`src/rtl/joy_db9_pkg.sv`:
```
// Shared types and constants for the DB9 joystick scanner.
// Button bit positions follow the published joy_o layout.
package joy_db9_pkg;

    localparam int JOY_W     = 12;
    localparam int JOY_R     = 0;
    localparam int JOY_L     = 1;
    localparam int JOY_D     = 2;
    localparam int JOY_U     = 3;
    localparam int JOY_B     = 4;
    localparam int JOY_C     = 5;
    localparam int JOY_A     = 6;
    localparam int JOY_START = 7;
    localparam int JOY_Z     = 8;
    localparam int JOY_Y     = 9;
    localparam int JOY_X     = 10;
    localparam int JOY_MODE  = 11;

    // Synchronized pin vector layout: R, L, D, U, pin6, pin9
    localparam int PIN_W = 6;

    typedef enum logic [3:0] {
        ST_IDLE, ST_S0, ST_S1, ST_S2, ST_S3, ST_S4, ST_S5, ST_S6, ST_S7, ST_COMMIT
    } state_e;

    // Select is low only during the odd protocol steps.
    function automatic logic sel_of(state_e s);
        return !(s inside {ST_S1, ST_S3, ST_S5, ST_S7});
    endfunction

endpackage

```
`src/rtl/sync_2ff.sv`:
```
// Two-flop synchronizer; resets to all-ones so idle (pulled-up) pins read released.
module sync_2ff #(
    parameter int WIDTH = 1
) (
    input  logic             clk,
    input  logic             rst_n,
    input  logic [WIDTH-1:0] d_i,
    output logic [WIDTH-1:0] q_o
);

    logic [WIDTH-1:0] meta_q;
    logic [WIDTH-1:0] sync_q;

    always_ff @(posedge clk or negedge rst_n) begin
        if (!rst_n) begin
            meta_q <= '1;
            sync_q <= '1;
        end else begin
            meta_q <= d_i;
            sync_q <= meta_q;
        end
    end

    assign q_o = sync_q;

endmodule

```
`src/rtl/joy_db9_scanner.sv`:
```
// DB9 joystick scanner: runs the 8-step Genesis select sequence once per frame and
// publishes a frame-coherent button word. Optional JOY_DEBOUNCE_EN: two-frame agreement.
module joy_db9_scanner
    import joy_db9_pkg::*;
#(
    parameter int STEP_CYCLES  = 500,
    parameter int FRAME_CYCLES = 100000
) (
    input  logic             clk,
    input  logic             reset_n,
    input  logic             scan_en,
    input  logic             joy_up_n,
    input  logic             joy_down_n,
    input  logic             joy_left_n,
    input  logic             joy_right_n,
    input  logic             joy_b1_n,
    input  logic             joy_b2_n,
    output logic             joy_sel_o,
    output logic [JOY_W-1:0] joy_o,
    output logic             pad_present_o,
    output logic             six_btn_o,
    output logic             frame_done_o
);

    localparam int PW = $clog2(FRAME_CYCLES);
    localparam int SW = $clog2(STEP_CYCLES);
    localparam logic [PW-1:0] PER_MAX  = PW'(FRAME_CYCLES - 1);
    localparam logic [SW-1:0] STEP_MAX = SW'(STEP_CYCLES - 1);

    logic [PIN_W-1:0] raw_n, sync_n, pin;

    assign raw_n = {joy_b2_n, joy_b1_n, joy_up_n, joy_down_n, joy_left_n, joy_right_n};

    sync_2ff #(.WIDTH(PIN_W)) u_sync (
        .clk  (clk),
        .rst_n(reset_n),
        .d_i  (raw_n),
        .q_o  (sync_n)
    );

    assign pin = ~sync_n;

    state_e           state_q;
    logic [PW-1:0]    per_q;
    logic [SW-1:0]    step_q;
    logic             sel_q;
    logic [5:0]       s0_q;
    logic [1:0]       s1_q;
    logic [3:0]       s6_q;
    logic             det3_q, det6_q;
    logic [JOY_W-1:0] joy_q;
    logic             present_q, six_q, done_q;
    logic [JOY_W-1:0] word_d;
    logic             six_d;
`ifdef JOY_DEBOUNCE_EN
    logic [JOY_W-1:0] cand_q;
`endif

    // Extended buttons only count when the pad proved it speaks the protocol.
    always_comb begin
        six_d  = det3_q & det6_q;
        word_d = {s6_q & {4{six_d}}, s1_q & {2{det3_q}}, s0_q};
    end

    always_ff @(posedge clk or negedge reset_n) begin
        if (!reset_n) begin
            state_q   <= ST_IDLE;
            per_q     <= '0;
            step_q    <= '0;
            sel_q     <= 1'b1;
            s0_q      <= '0;
            s1_q      <= '0;
            s6_q      <= '0;
            det3_q    <= 1'b0;
            det6_q    <= 1'b0;
            joy_q     <= '0;
            present_q <= 1'b0;
            six_q     <= 1'b0;
            done_q    <= 1'b0;
`ifdef JOY_DEBOUNCE_EN
            cand_q    <= '0;
`endif
        end else begin
            done_q <= 1'b0;
            per_q  <= (per_q == PER_MAX) ? '0 : per_q + 1'b1;
            case (state_q)
                ST_IDLE: begin
                    if (per_q == PER_MAX && scan_en) begin
                        state_q <= ST_S0;
                        step_q  <= '0;
                        sel_q   <= 1'b1;
                    end
                end
                ST_COMMIT: begin
`ifdef JOY_DEBOUNCE_EN
                    cand_q <= word_d;
                    if (word_d == cand_q) begin
                        joy_q     <= word_d;
                        present_q <= det3_q;
                        six_q     <= six_d;
                        done_q    <= 1'b1;
                    end
`else
                    joy_q     <= word_d;
                    present_q <= det3_q;
                    six_q     <= six_d;
                    done_q    <= 1'b1;
`endif
                    state_q <= ST_IDLE;
                    sel_q   <= 1'b1;
                end
                default: begin
                    if (step_q == STEP_MAX) begin
                        step_q <= '0;
                        case (state_q)
                            ST_S0: s0_q <= pin;
                            ST_S1: begin
                                s1_q   <= pin[5:4];
                                det3_q <= pin[JOY_L] & pin[JOY_R];
                            end
                            ST_S5: det6_q <= &pin[3:0];
                            ST_S6: s6_q <= {pin[JOY_R], pin[JOY_L], pin[JOY_D], pin[JOY_U]};
                            default: ;
                        endcase
                        state_q <= state_e'(state_q + 4'd1);
                        sel_q   <= sel_of(state_e'(state_q + 4'd1));
                    end else begin
                        step_q <= step_q + 1'b1;
                    end
                end
            endcase
        end
    end

    assign joy_sel_o     = sel_q;
    assign joy_o         = joy_q;
    assign pad_present_o = present_q;
    assign six_btn_o     = six_q;
    assign frame_done_o  = done_q;

endmodule
```
`config.mk`:
```
export PLATFORM = sky130hd
export DESIGN_NAME = joy_db9_scanner
export DESIGN_NICKNAME = d
export VERILOG_FILES = /design/src/rtl/joy_db9_pkg.sv /design/src/rtl/sync_2ff.sv /design/src/rtl/joy_db9_scanner.sv
export SDC_FILE = /design/constraint.sdc
export NUM_CORES = 1
export LEC_CHECK = 0
export CORE_MARGIN = 5
export CORE_UTILIZATION = 30
export CTS_BUF_LIST = sky130_fd_sc_hd__clkbuf_8
export DETAILED_ROUTE_END_ITERATION = 7
export GPL_TIMING_DRIVEN = 0
export REMOVE_ABC_BUFFERS = 1
export SYNTH_ARGS = -nofsm -noshare
export SYNTH_HDL_FRONTEND = slang
export SYNTH_HIERARCHICAL = 1
export SYNTH_SLANG_ARGS = --single-unit
```
`constraint.sdc`:
```
create_clock -name clk -period 2.1 [get_ports clk]
set_input_delay 0.315 -clock clk [delete_from_list [all_inputs] [get_ports clk]]
set_output_delay 0.315 -clock clk [all_outputs]
set_load 0.05 [all_outputs]
```
Word level (Yosys, flattened, before mapping)

Cells that the tools add are included.

$add $sub $neg: 3
Equal/unequal tests: 12
Muxes and demuxes: 11
Bitwise gates (word level): 7
Reductions and logical operators: 13

Operator list:

| cell                                                             | number |
|---|---|
| 9-bit two-way mux                                                | 2 |
| 9-bit case mux with 2 select lines                               | 1 |
| 17-bit by 1-bit adder with 17-bit output (second input constant) | 1 |
| 17-bit == test (second input constant)                           | 1 |
| 17-bit two-way mux                                               | 1 |
| 4-bit by 3-bit == test with 1-bit output (second input constant) | 4 |
| 3-bit AND reduction                                              | 4 |
| 9-bit by 1-bit adder with 9-bit output (second input constant)   | 1 |
| 9-bit == test (second input constant)                            | 1 |
| 4-bit by 2-bit == test with 1-bit output (second input constant) | 2 |
| 4-bit == test (second input constant)                            | 2 |
| 4-bit two-way mux                                                | 2 |
| 4-bit case mux with 2 select lines                               | 1 |
| 6-bit inverter                                                   | 1 |
| 4-bit by 1-bit adder with 4-bit output (second input constant)   | 1 |
| 4-bit bitwise AND                                                | 1 |
| 4-bit by 1-bit == test with 1-bit output (second input constant) | 1 |
| 4-bit zero test                                                  | 1 |
| 2-bit AND reduction                                              | 2 |
| 4-bit AND reduction                                              | 1 |
| 4-bit nonzero test                                               | 1 |
| 1-bit two-way mux                                                | 3 |
| 3-bit nonzero test                                               | 1 |
| 1-bit bitwise AND                                                | 2 |
| 7 further kinds                                                  | 8 |

Register bits after elaboration: 72
Input port bits: 9
Output and inout bits: 16
Word-level logic and storage cells: 61

Logic depth before layout (Yosys ltp)

Gate-level depths: netlist of run 1.

Word-level depth: 6
Mapped depth: 7
Mapped depth without buffers: 6

Cells and area by module

The synthesis of run 1 kept the hierarchy.

Modules (own cells, without submodules):

| module          | times used | cells an instance | area an instance (µm²) | seq. area each (µm²) |
|---|---|---|---|---|
| joy_db9_scanner | 1          | 286               | 2816.5                 | 1502.7 |
| sync_2ff        | 1          | 12                | 315.3                  | 315.3 |

Worst setup path after synthesis of run 1

Ideal clock, no wire load.

Kind: reg2reg
Start point: reg state_q[0]
End point: reg sel_q, in the netlist joy_sel_o
Arrival time: 1.962 ns
Data required time: 2.018 ns
Setup slack: 0.056 ns
Stages on the path, launching flop included: 7
Clock period less this slack: 2.044 ns
Cells stage by stage: dfrtp_1 -> inv_1 -> ha_1 -> mux2_4 -> and2_4 -> or4_1 -> mux2_2

Longest elaborated chain between the ends: 6
Elaborated cells between the ends (all ways): 14
Classes of those cells: 1 x add/sub; 6 x eq/ne; 2 x mux; 5 x reduce/logical

RTL lines:

| what                                                             | line                   | RTL |
|---|---|---|
| start: declaration                                               | joy_db9_scanner.sv:43  | `state_e state_q;` |
| start signal: assignment                                         | joy_db9_scanner.sv:125 | `state_q <= state_e'(state_q + 4'd1);` |
| 4-bit by 1-bit adder with 4-bit output                           | joy_db9_scanner.sv:126 | `sel_q <= sel_of(state_e'(state_q + 4'd1));` |
| 4-bit by 2-bit == test with 1-bit output (tied with other cells) | joy_db9_pkg.sv:28      | `return !(s inside {ST_S1, ST_S3, ST_S5, ST_S7});` |
| 4-bit nonzero test                                               | joy_db9_pkg.sv:28      |  |
| 1-bit zero test                                                  | joy_db9_pkg.sv:28      |  |
| 1-bit two-way mux                                                | joy_db9_scanner.sv:113 | `if (step_q == STEP_MAX) begin` |
| 1-bit case mux with 2 select lines                               | joy_db9_scanner.sv:86  | `case (state_q)` |
| end signal: assignment                                           | joy_db9_scanner.sv:126 |  |
| end: declaration                                                 | joy_db9_scanner.sv:46  | `logic sel_q;` |

Several ways; a longest one is shown, not always the timed one. The select of a mux whose other input is x is not followed.
A chain may end at the register's enable or synchronous reset.

Worst setup path in the final report of run 1

Start point: reg sel_q, in the netlist joy_sel_o
End point: out joy_sel_o

RTL lines:

| what             | line                  | RTL |
|---|---|---|
| end: declaration | joy_db9_scanner.sv:18 | `output logic joy_sel_o,` |

No word-level cell between the ends.

==> results.cfg, run 1 <==
[power_and_ir_drop]
seq_power_share_pct = 50.7
p_clk_share_pct = 47.7
leakage_uw = 0.001677
comb_power_share_pct = 1.5
switching_power_uw = 575.0
power.internal_uw = 2211
p_sw_share_pct = 20.64
max-vdd-ir-drop_mv = 0.3368
power_density_mw_per_mm2 = 723.6

[place]
finalWeightedCongestion = 0.7989
dpl.cell_count = 450
post-dp-hpwl_um = 4121
io_buffer_count = 24

[logic_synthesis]
async_flop_share_pct = 100.0
synth_top_cell_by_area = dfrtp_1
netlist_top_cells_count = nand2_1, dfrtp_1, o21ai_0
synth_top_family_by_area = simple AND/OR/NAND/NOR gates
syn-cell-area_mm2 = 0.003132
synthAdderAreaFrac_pct = 2.797
syn-mean-instance-area_um2 = 10.51
yosysTopAreaCellShare_pct = 47.14
synth.area.mux_share_pct = 3.156
synthesis.instances = 298
yosys_warnings = 6
yosys.area_share.xor_xnor_pct = 3.636
synth.most_common_cell = nand2_1
ys_types = 45
yosysSeqAreaShare_pct = 58.05
ys_top_cells_by_area = dfrtp_1, dfstp_2, nand2_1, o21ai_0, ha_1
synth_ff_type = dfrtp_1
synth_enable_flop_cells = 0
synth_compound_area_share_pct = 10.11
ys_seq_elements = 72
yosys.area_share.simple_pct = 19.90

[critical_path]
arrival_ns = 1.69
cp_top_family = buffers and inverters
critPathRequiredTime_ns = 1.78
start_kind = flop
critPathMaxFanout = 2
critical_path.slowest_cell = clkdlybuf4s50_1
crit_type = reg2out
cpPeakStageDelay_ns = 0.80
endpoint_kind = output pin
crit_buf_inv = 1
path_cells = clkdlybuf4s50_1

[final_layout]
final_cells = 476
antenna_cells = 0
area_delta_synth_final_pct = 22.93
nNetsFinal = 351
drive_gt1_share_pct = 17.94

[clock_network]
root_buffer = clkbuf_8
h-tree-depth = 3
insertion_delay_ns = 0.35
numCtsBuffers = 9
cts_num_sinks = 72
clockBufferDepth = 2
hold_buffers = 0
cts_tree = yes
path_clk_slew_ns = 0.08

[timing]
rsz0062_at_grt = no
fin_hold_ws_ns = 0.07090
hold_violations = 0
setup_violations = 0
fmax_mhz = 499.9
tightest_slew_ns = 0.8799
finClkSkew_ns = 0.01644
final.min_clock_period_ns = 2.000
slew-limit-headroom_pct = 41.34
drv_slew = 0
fin_crit_sh_pct = 95.26

[routing]
ant_nets = 0
viasPerCell = 4.769
dr.pass1.iters = 4
drt-initial-drc-count = 117
num_vias = 2270
wire_per_inst_um = 13.21
remaining_drc_errors = 0
wirelength_um = 6286

[floorplan]
core_area_mm2 = 0.01023
die_area_mm2 = 0.01258
io_pins = 25
fp.dieW_um = 112.2
rows = 37
initial_core_util_pct = 30.61
dieHeight_um = 112.2

[outcome]
status = finished, final reports clean

[worst_hold_path]
hold_class = in2async

[global_routing]
grt_pass1_vias = 2335
grt_pass1_wl_um = 11150
grt_overflow = 0
track_usage_pct = 10.75
antenna_found_initial = 0
grt_max_degree = 73

[job]
maxCapViolations = 0
-- per-stage QoR --
step / power, uW / worst slack [ns] / TNS (ns) / area (um2) / utilization, %
3_3_place_gp: 1486 / -1.697 / -118.44 / 3502 / 34.23
3_5_place_dp: 1486 / -0.6274 / -7.974 / 3500 / 34.21
2_1_floorplan: 1439 / -0.1377 / -0.2502 / 3092 / -
6_report: 2786 / 0.09953 / 0 / 3850 / 37.63
4_1_cts: 2823 / 0.02833 / 0 / 3806 / 37.20
5_1_grt: 2899 / 0.02617 / 0 / 3850 / 37.63
-- registers in the layout, summed over array words and instances, names as in the netlist --
| name | count |
|---|---|
| det3_q | 1 |
| det6_q | 1 |
| frame_done_o | 1 |
| joy_o | 12 |
| joy_sel_o | 1 |
| pad_present_o | 1 |
| per_q | 17 |
| s0_q | 6 |
| s1_q | 2 |
| s6_q | 4 |
| six_btn_o | 1 |
| state_q | 4 |
| step_q | 9 |
| u_sync/meta_q | 6 |
| u_sync/q_o | 6 |
-- cell type report --
type	count	area, um2
Clock buffer	9	123.9
Clock inverter	7	118.9
Fill cell	1009	6381
Inverter	9	37.54
Multi-Input combinational cell	210	1274
Sequential cell	72	1821
Tap cell	136	170.2
Timing Repair Buffer	33	305.3
-- logic make-up (layout without fill, tap and decap cells) --
family	after synthesis	count (layout)
AOI/OAI and AO/OA	52	52
muxes	9	9
buffers and inverters	17	58
xor gates and xnor gates	13	13
adders and majority gates	7	7
and+or+nand+nor	128	129
DFF	72	72
-- metal layers --
layer	GRT usage (%)	vias up	share of wire, %
met4	5.849	0	2.1
met1	13.68	1099	45
met2	17.20	45	48
met3	2.102	12	4.3
li1	-	1114	-
met5	0	-	0
-- layout by cell type (no fill, tap or decap), types with 6 or more instances in the layout --
cell type,n
a21oi_1,8
and3_1,6
buf_4,10
o21ai_0,22
nand3_1,13
clkbuf_8,9
clkdlybuf4s50_1,23
dfstp_2,13
dfrtp_1,57
nand2_1,64
nand4_1,7
xnor2_1,10
inv_1,9
a31oi_1,6
nor2_1,13
-- final timing paths --
path	depth (start not counted)	to	startpoint	slack (ns)
max	1	joy_sel_o	joy_sel_o$_DFFE_PN1P_	0.1
min	1	joy_o[0]$_DFFE_PN0P_	reset_n	0.07
max reg2reg	6	joy_sel_o$_DFFE_PN1P_	state_q[1]$_DFFE_PN0P_	0.1
min reg2reg	0	u_sync/q_o[3]$_DFF_PN1_	u_sync/meta_q[3]$_DFF_PN1_	0.36
max in group asynchronous	1	state_q[1]$_DFFE_PN0P_	reset_n	1.38
min in group clk	0	u_sync/q_o[3]$_DFF_PN1_	u_sync/meta_q[3]$_DFF_PN1_	0.36
-- power by group through the flow --
| stage | Combinational, uW | Clock (uW) | Sequential (uW) |
|---|---|---|---|
| floorplan | 1.64 | 0 | 1440 |
| global placement | 44.8 | 0 | 1440 |
| detailed placement | 45.4 | 0 | 1440 |
| CTS | 45.5 | 1360 | 1410 |
| global route | 50.8 | 1430 | 1420 |
| finish | 42.4 | 1330 | 1410 |
-- repair_timing --
item / 4_1_cts / 5_1_grt
gates cloned: 1 / 0
setup buffers: 5 / 4
pin swaps: 1 / 0
endpoints found under the setup margin: 21 / 11
resized for setup: 7 / 4
Note: power is estimated with default switching activity, not from simulation.
==> inputs of run 2 (changes only) <==
==> constraint.sdc (replaced) <==
create_clock -name clk -period 1.7 [get_ports clk]
set_input_delay 0.255 -clock clk [delete_from_list [all_inputs] [get_ports clk]]
set_output_delay 0.255 -clock clk [all_outputs]
set_load 0.05 [all_outputs]
==> run 2 against run 1 <==
Effect of this change: the run now ends with negative setup slack left; non-clock buffer count grew 18; design area increased by 8.2%; clock power grew 23%; first-iteration DRC count grew 15%; core utilization increased by 3.1 points; register-to-register slack worse by 0.31 ns; final cell count rose by 3.8%; largest cell class unchanged.
==> results.cfg, run 2 (same netlist as run 1, synthesis figures left out) <==
[final_layout]
layout_common_cells = nand2_1, dfrtp_1, buf_4, o21ai_0, dlygate4sd2_1
regMostFlops = per_q
drive_gt1_share_pct = 28.49
largest_reg_flops = 17
antenna_cells = 0
layout_commonest_cell = nand2_1
area_delta_synth_final_pct = 33.00
nNetsFinal = 369

[timing]
hold_violations = 0
slew-limit-headroom_pct = 41.25
setup_violations = 11
drv_slew = 0
setup_slack_ns = -0.2104
final.min_clock_period_ns = 1.910
fin_hold_ws_ns = 0.008329
tightest_slew_ns = 0.8813
fin_crit_sh_pct = 112.4
rsz0062_at_grt = yes
finClkSkew_ns = 0.01567
fmax_mhz = 523.5

[critical_path]
arrival_ns = 2.19
reg2reg_depth = 6
rrSetupSlack_ns = -0.21
start_kind = flop
crit_type = reg2reg
critPathMaxFanout = 4
crit_path_start = state_q[0]$_DFFE_PN0P_
r2r-end = joy_sel_o$_DFFE_PN1P_
r2r_start = state_q[0]$_DFFE_PN0P_
critPathRequiredTime_ns = 1.98
endpoint_kind = flop

[global_routing]
antenna_found_initial = 0
grt_pass1_vias = 2417
grt_pass1_wl_um = 11690
grt_overflow = 0
track_usage_pct = 11.29
grt_max_degree = 73

[clock_network]
path_clk_slew_ns = 0.08
clockBufferDepth = 2
insertion_delay_ns = 0.35
h-tree-depth = 3
hold_buffers = 0
cts_tree = yes
numCtsBuffers = 9
root_buffer = clkbuf_8
cts_num_sinks = 72

[worst_hold_path]
hold_class = in2async

[floorplan]
io_pins = 25
core_area_mm2 = 0.01023
rows = 37
dieHeight_um = 112.2
die_area_mm2 = 0.01258
fp.dieW_um = 112.2
initial_core_util_pct = 30.61

[routing]
num_vias = 2393
dr.pass1.iters = 4
wirelength_um = 6879
wire_per_inst_um = 13.93
drt-initial-drc-count = 134
ant_nets = 0
viasPerCell = 4.844
remaining_drc_errors = 0

[power_and_ir_drop]
max-vdd-ir-drop_mv = 0.4162
leakage_uw = 0.001868
power_uw = 3437
power_density_mw_per_mm2 = 825.1

[outcome]
status = finished, violations left
violations = negative setup slack

[place]
post-dp-hpwl_um = 4121
io_buffer_count = 24
finalWeightedCongestion = 0.7989

[job]
maxCapViolations = 0
==> run 2: layout make-up <==
class                      count  area, um2
fill                         975       6066
sequential                    72       1823
multi-input combinational    210       1439
timing repair buffer          51      455.4
tap                          136      170.2
clock buffer                   9      123.9
clock inverter                 7      118.9
inverter                       9      35.03
==> run 2: timing repair <==
| item | 4_1_cts | 5_1_grt |
|---|---|---|
| buffers inserted | 15 | 11 |
| resized for setup | 51 | 27 |
| gates cloned | 2 | 0 |
| endpoints found under the setup margin | 60 | 34 |
| pin swaps | 8 | 18 |
==> run 2: routing by layer <==
layer | track usage (%) | share of wire (%)
met1 | 14.33 | 45
met2 | 18.43 | 50
met3 | 2.049 | 3.2
met4 | 5.769 | 1.9
met5 | 0 | 0
==> run 2: report_power, final <==
group	internal, uW	leakage [uW]	switching (uW)
registers	1740	0.000926	8.87
logic	16.4	0.000821	37.0
clock network	977	0.000121	660
==> run 2: stage by stage <==
stage / cell area, um2 / instances / TNS [ns] / worst slack, ns / utilization, %
after global routing: 4165 / 494 / -2.058 / -0.2609 / 40.71
after floorplan: 3092 / 290 / -4.996 / -0.5377 / -
final: 4165 / 494 / -1.104 / -0.2104 / 40.71
after CTS: 3976 / 483 / -0.8703 / -0.1943 / 38.87
after global placement: 3502 / 450 / -154.56 / -2.037 / 34.23
after detailed placement: 3500 / 450 / -19.91 / -1.027 / 34.21
==> run 2: worst max-delay path by stage <==
stage	depth (start not counted)	to
global route	6	joy_sel_o$_DFFE_PN1P_
floorplan	6	joy_sel_o$_DFFE_PN1P_
global placement	1	step_q[5]$_DFFE_PN0P_
CTS	6	joy_sel_o$_DFFE_PN1P_
detailed placement	6	joy_sel_o$_DFFE_PN1P_
finish	6	joy_sel_o$_DFFE_PN1P_
==> run 2: critical path, stage by stage (launching register included) <==
cell and delay, ns:
dfrtp_2 0.42, inv_2 0.07, ha_4 0.16, mux2_4 0.29, and2_4 0.17, or4_4 0.46, mux2_4 0.27
==> inputs of run 3 (changes only) <==
--- a/config.mk
+++ b/config.mk
@@ -6,10 +6,11 @@
 export NUM_CORES = 1
 export LEC_CHECK = 0
 export CORE_MARGIN = 5
-export CORE_UTILIZATION = 30
+export CORE_UTILIZATION = 54
 export CTS_BUF_LIST = sky130_fd_sc_hd__clkbuf_8
 export DETAILED_ROUTE_END_ITERATION = 7
 export GPL_TIMING_DRIVEN = 0
+export PLACE_DENSITY = 0.78
 export REMOVE_ABC_BUFFERS = 1
 export SYNTH_ARGS = -nofsm -noshare
 export SYNTH_HDL_FRONTEND = slang
==> run 3 against run 2 <==
Effect of this change: the flow still finishes with violations (negative setup slack); clock power shrank 12%; sequential share of layout area grew 1.4 points; largest cell class unchanged; non-clock buffer count shrank 5; critical path type unchanged; critical path depth is the same; sequential power is essentially flat; register-to-register slack lost 0.03 ns; design area shrank 3.2%; combinational power is essentially flat; critical endpoint unchanged; global-route usage grew 7.5 points; die area shrank 41%.
==> results.cfg, run 3 (same netlist as run 1, synthesis figures left out) <==
[place]
post-dp-hpwl_um = 3921
io_buffer_count = 24
finalWeightedCongestion = 0.8830
post_dp_cell_area_mm2 = 0.003420
dp_worst_setup_slack_ns = -0.9850

[timing]
finClkSkew_ns = 0.007773
fmax_mhz = 514.8
final.min_clock_period_ns = 1.942
setup_violations = 12
fin_crit_sh_pct = 114.3
hold_violations = 0
rsz0062_at_grt = yes
tightest_slew_ns = 0.8766
drv_slew = 0
slew-limit-headroom_pct = 41.56
setup_slack_ns = -0.2424

[clock_network]
h-tree-depth = 3
path_clk_slew_ns = 0.08
cts_tree = yes
root_buffer = clkbuf_8
hold_buffers = 0
insertion_delay_ns = 0.35
clockBufferDepth = 2
numCtsBuffers = 9
cts_num_sinks = 72

[critical_path]
path_cells = inv_2 > ha_4 > mux2_4 > and2_4 > or4_1 > mux2_4
critPathRequiredTime_ns = 1.97
r2r_start = state_q[0]$_DFFE_PN0P_
critPathMaxFanout = 4
crit_type = reg2reg
r2r-end = joy_sel_o$_DFFE_PN1P_
crit_buf_inv = 1
cp.depth = 6
cpPeakStageDelay_ns = 0.47
start_kind = flop
crit_path_start = state_q[0]$_DFFE_PN0P_
rrSetupSlack_ns = -0.24
critical_path.slowest_cell = or4_1
endpoint_kind = flop
arrival_ns = 2.22
cp_top_family = simple AND/OR/NAND/NOR gates
critPathCapture = joy_sel_o$_DFFE_PN1P_
crit_top_cell = mux2_4
reg2reg_depth = 6

[global_routing]
antenna_found_initial = 0
grt_pass1_wl_um = 10930
grt_pass1_vias = 2311
grt_overflow = 0
track_usage_pct = 18.78
grt_max_degree = 73

[routing]
wirelength_um = 6861
remaining_drc_errors = 0
num_vias = 2427
wire_per_inst_um = 16.14
viasPerCell = 5.711
dr.pass1.iters = 4
drt-initial-drc-count = 155
ant_nets = 0

[power_and_ir_drop]
comb_power_share_pct = 1.7
switching_power_uw = 669.5
power_density_mw_per_mm2 = 803.0
p_sw_share_pct = 20.67
p_clk_share_pct = 44.4
max-vdd-ir-drop_mv = 0.5354
seq_power_share_pct = 53.9
leakage_uw = 0.001843
power.internal_uw = 2570

[final_layout]
nNetsFinal = 364
fill_cells = 413
largest_reg_flops = 17
multi_input_area_mm2 = 0.001445
drive_gt1_share_pct = 26.63
area_delta_synth_final_pct = 28.81
regArea_mm2 = 0.001822
regMostFlops = per_q
layout_common_cells = nand2_1, dfrtp_1, buf_4, dlygate4sd2_1, o21ai_0
final_cell_area_mm2 = 0.004034
layout_commonest_cell = nand2_1
antenna_cells = 0

[floorplan]
initial_core_util_pct = 56.18
core_area_mm2 = 0.005574
rows = 27
fp.dieW_um = 86.16
die_area_mm2 = 0.007423
io_pins = 25
dieHeight_um = 86.16

[outcome]
violations = negative setup slack
status = finished, violations left

[job]
maxCapViolations = 0

[worst_hold_path]
hold_class = in2async
## run 3: cell types whose count changed in the layout (fill, tap and decap cells not counted), sizes merged
cell and delta:
dlygate4sd2 +1, buf -6, clkinv +1, bufinv -1
## run 3: through the flow
| stage | utilization, % | power, uW | TNS [ns] | hold slack [ns] | std cells |
|---|---|---|---|---|---|
| floorplan | - | 1778 | -4.996 | -0.04059 | 290 |
| CTS | 69.52 | 3252 | -0.8651 | 0.05464 | 415 |
| finish | 72.37 | 3239 | -0.8308 | 0.01203 | 425 |
| global placement | 61.39 | 1833 | -146.75 | 0.3454 | 386 |
| detailed placement | 61.35 | 1833 | -17.73 | 0.3487 | 386 |
| global route | 72.37 | 3356 | -1.482 | 0.1081 | 425 |
## run 3: what timing repair did
action	in CTS	in global routing
endpoints found under the setup margin	62	30
gates cloned	2	0
resized for setup	51	26
pin swaps	12	8
buffers inserted	11	10
## run 3: worst min path at each step
| stage | start | endpoint |
|---|---|---|
| 2_1_floorplan | reset_n | det3_q$_DFFE_PN0P_ |
| 3_3_place_gp | u_sync/meta_q[5]$_DFF_PN1_ | u_sync/q_o[5]$_DFF_PN1_ |
| 3_5_place_dp | u_sync/meta_q[5]$_DFF_PN1_ | u_sync/q_o[5]$_DFF_PN1_ |
| 4_1_cts | reset_n | step_q[5]$_DFFE_PN0P_ |
| 5_1_grt | reset_n | step_q[5]$_DFFE_PN0P_ |
| 6_report | reset_n | step_q[0]$_DFFE_PN0P_ |
## run 3: area by class of cell
class	count	share of cell area, %
Multi-Input combinational cell	210	35.83
Tap cell	72	2.233
Timing Repair Buffer	46	10.61
Sequential cell	72	45.16
Inverter	9	0.8995
Clock inverter	7	2.202
Clock buffer	9	3.071
## run 3: power by group through the flow
stage                     clock network, uW  logic, uW  registers [uW]
after floorplan                           0       2.03            1780
after global placement                    0       54.3            1780
after detailed placement                  0       53.9            1780
after CTS                              1450       54.5            1750
after global routing                   1550       62.1            1750
final                                  1440       53.5            1750
## run 3: routing by layer
metal	wire length (um)	vias to the layer above	track usage, %
li1	-	1152	-
met1	2929	1196	23.75
met2	3405	61	30.48
met3	323	18	3.842
met4	204	0	9.496
met5	0	-	0
## run 3: worst register-to-register path, cell delays in order (launching register included)
cell	delay [ns]
dfrtp_2	0.44
inv_2	0.07
ha_4	0.16
mux2_4	0.28
and2_4	0.18
or4_1	0.47
mux2_4	0.27
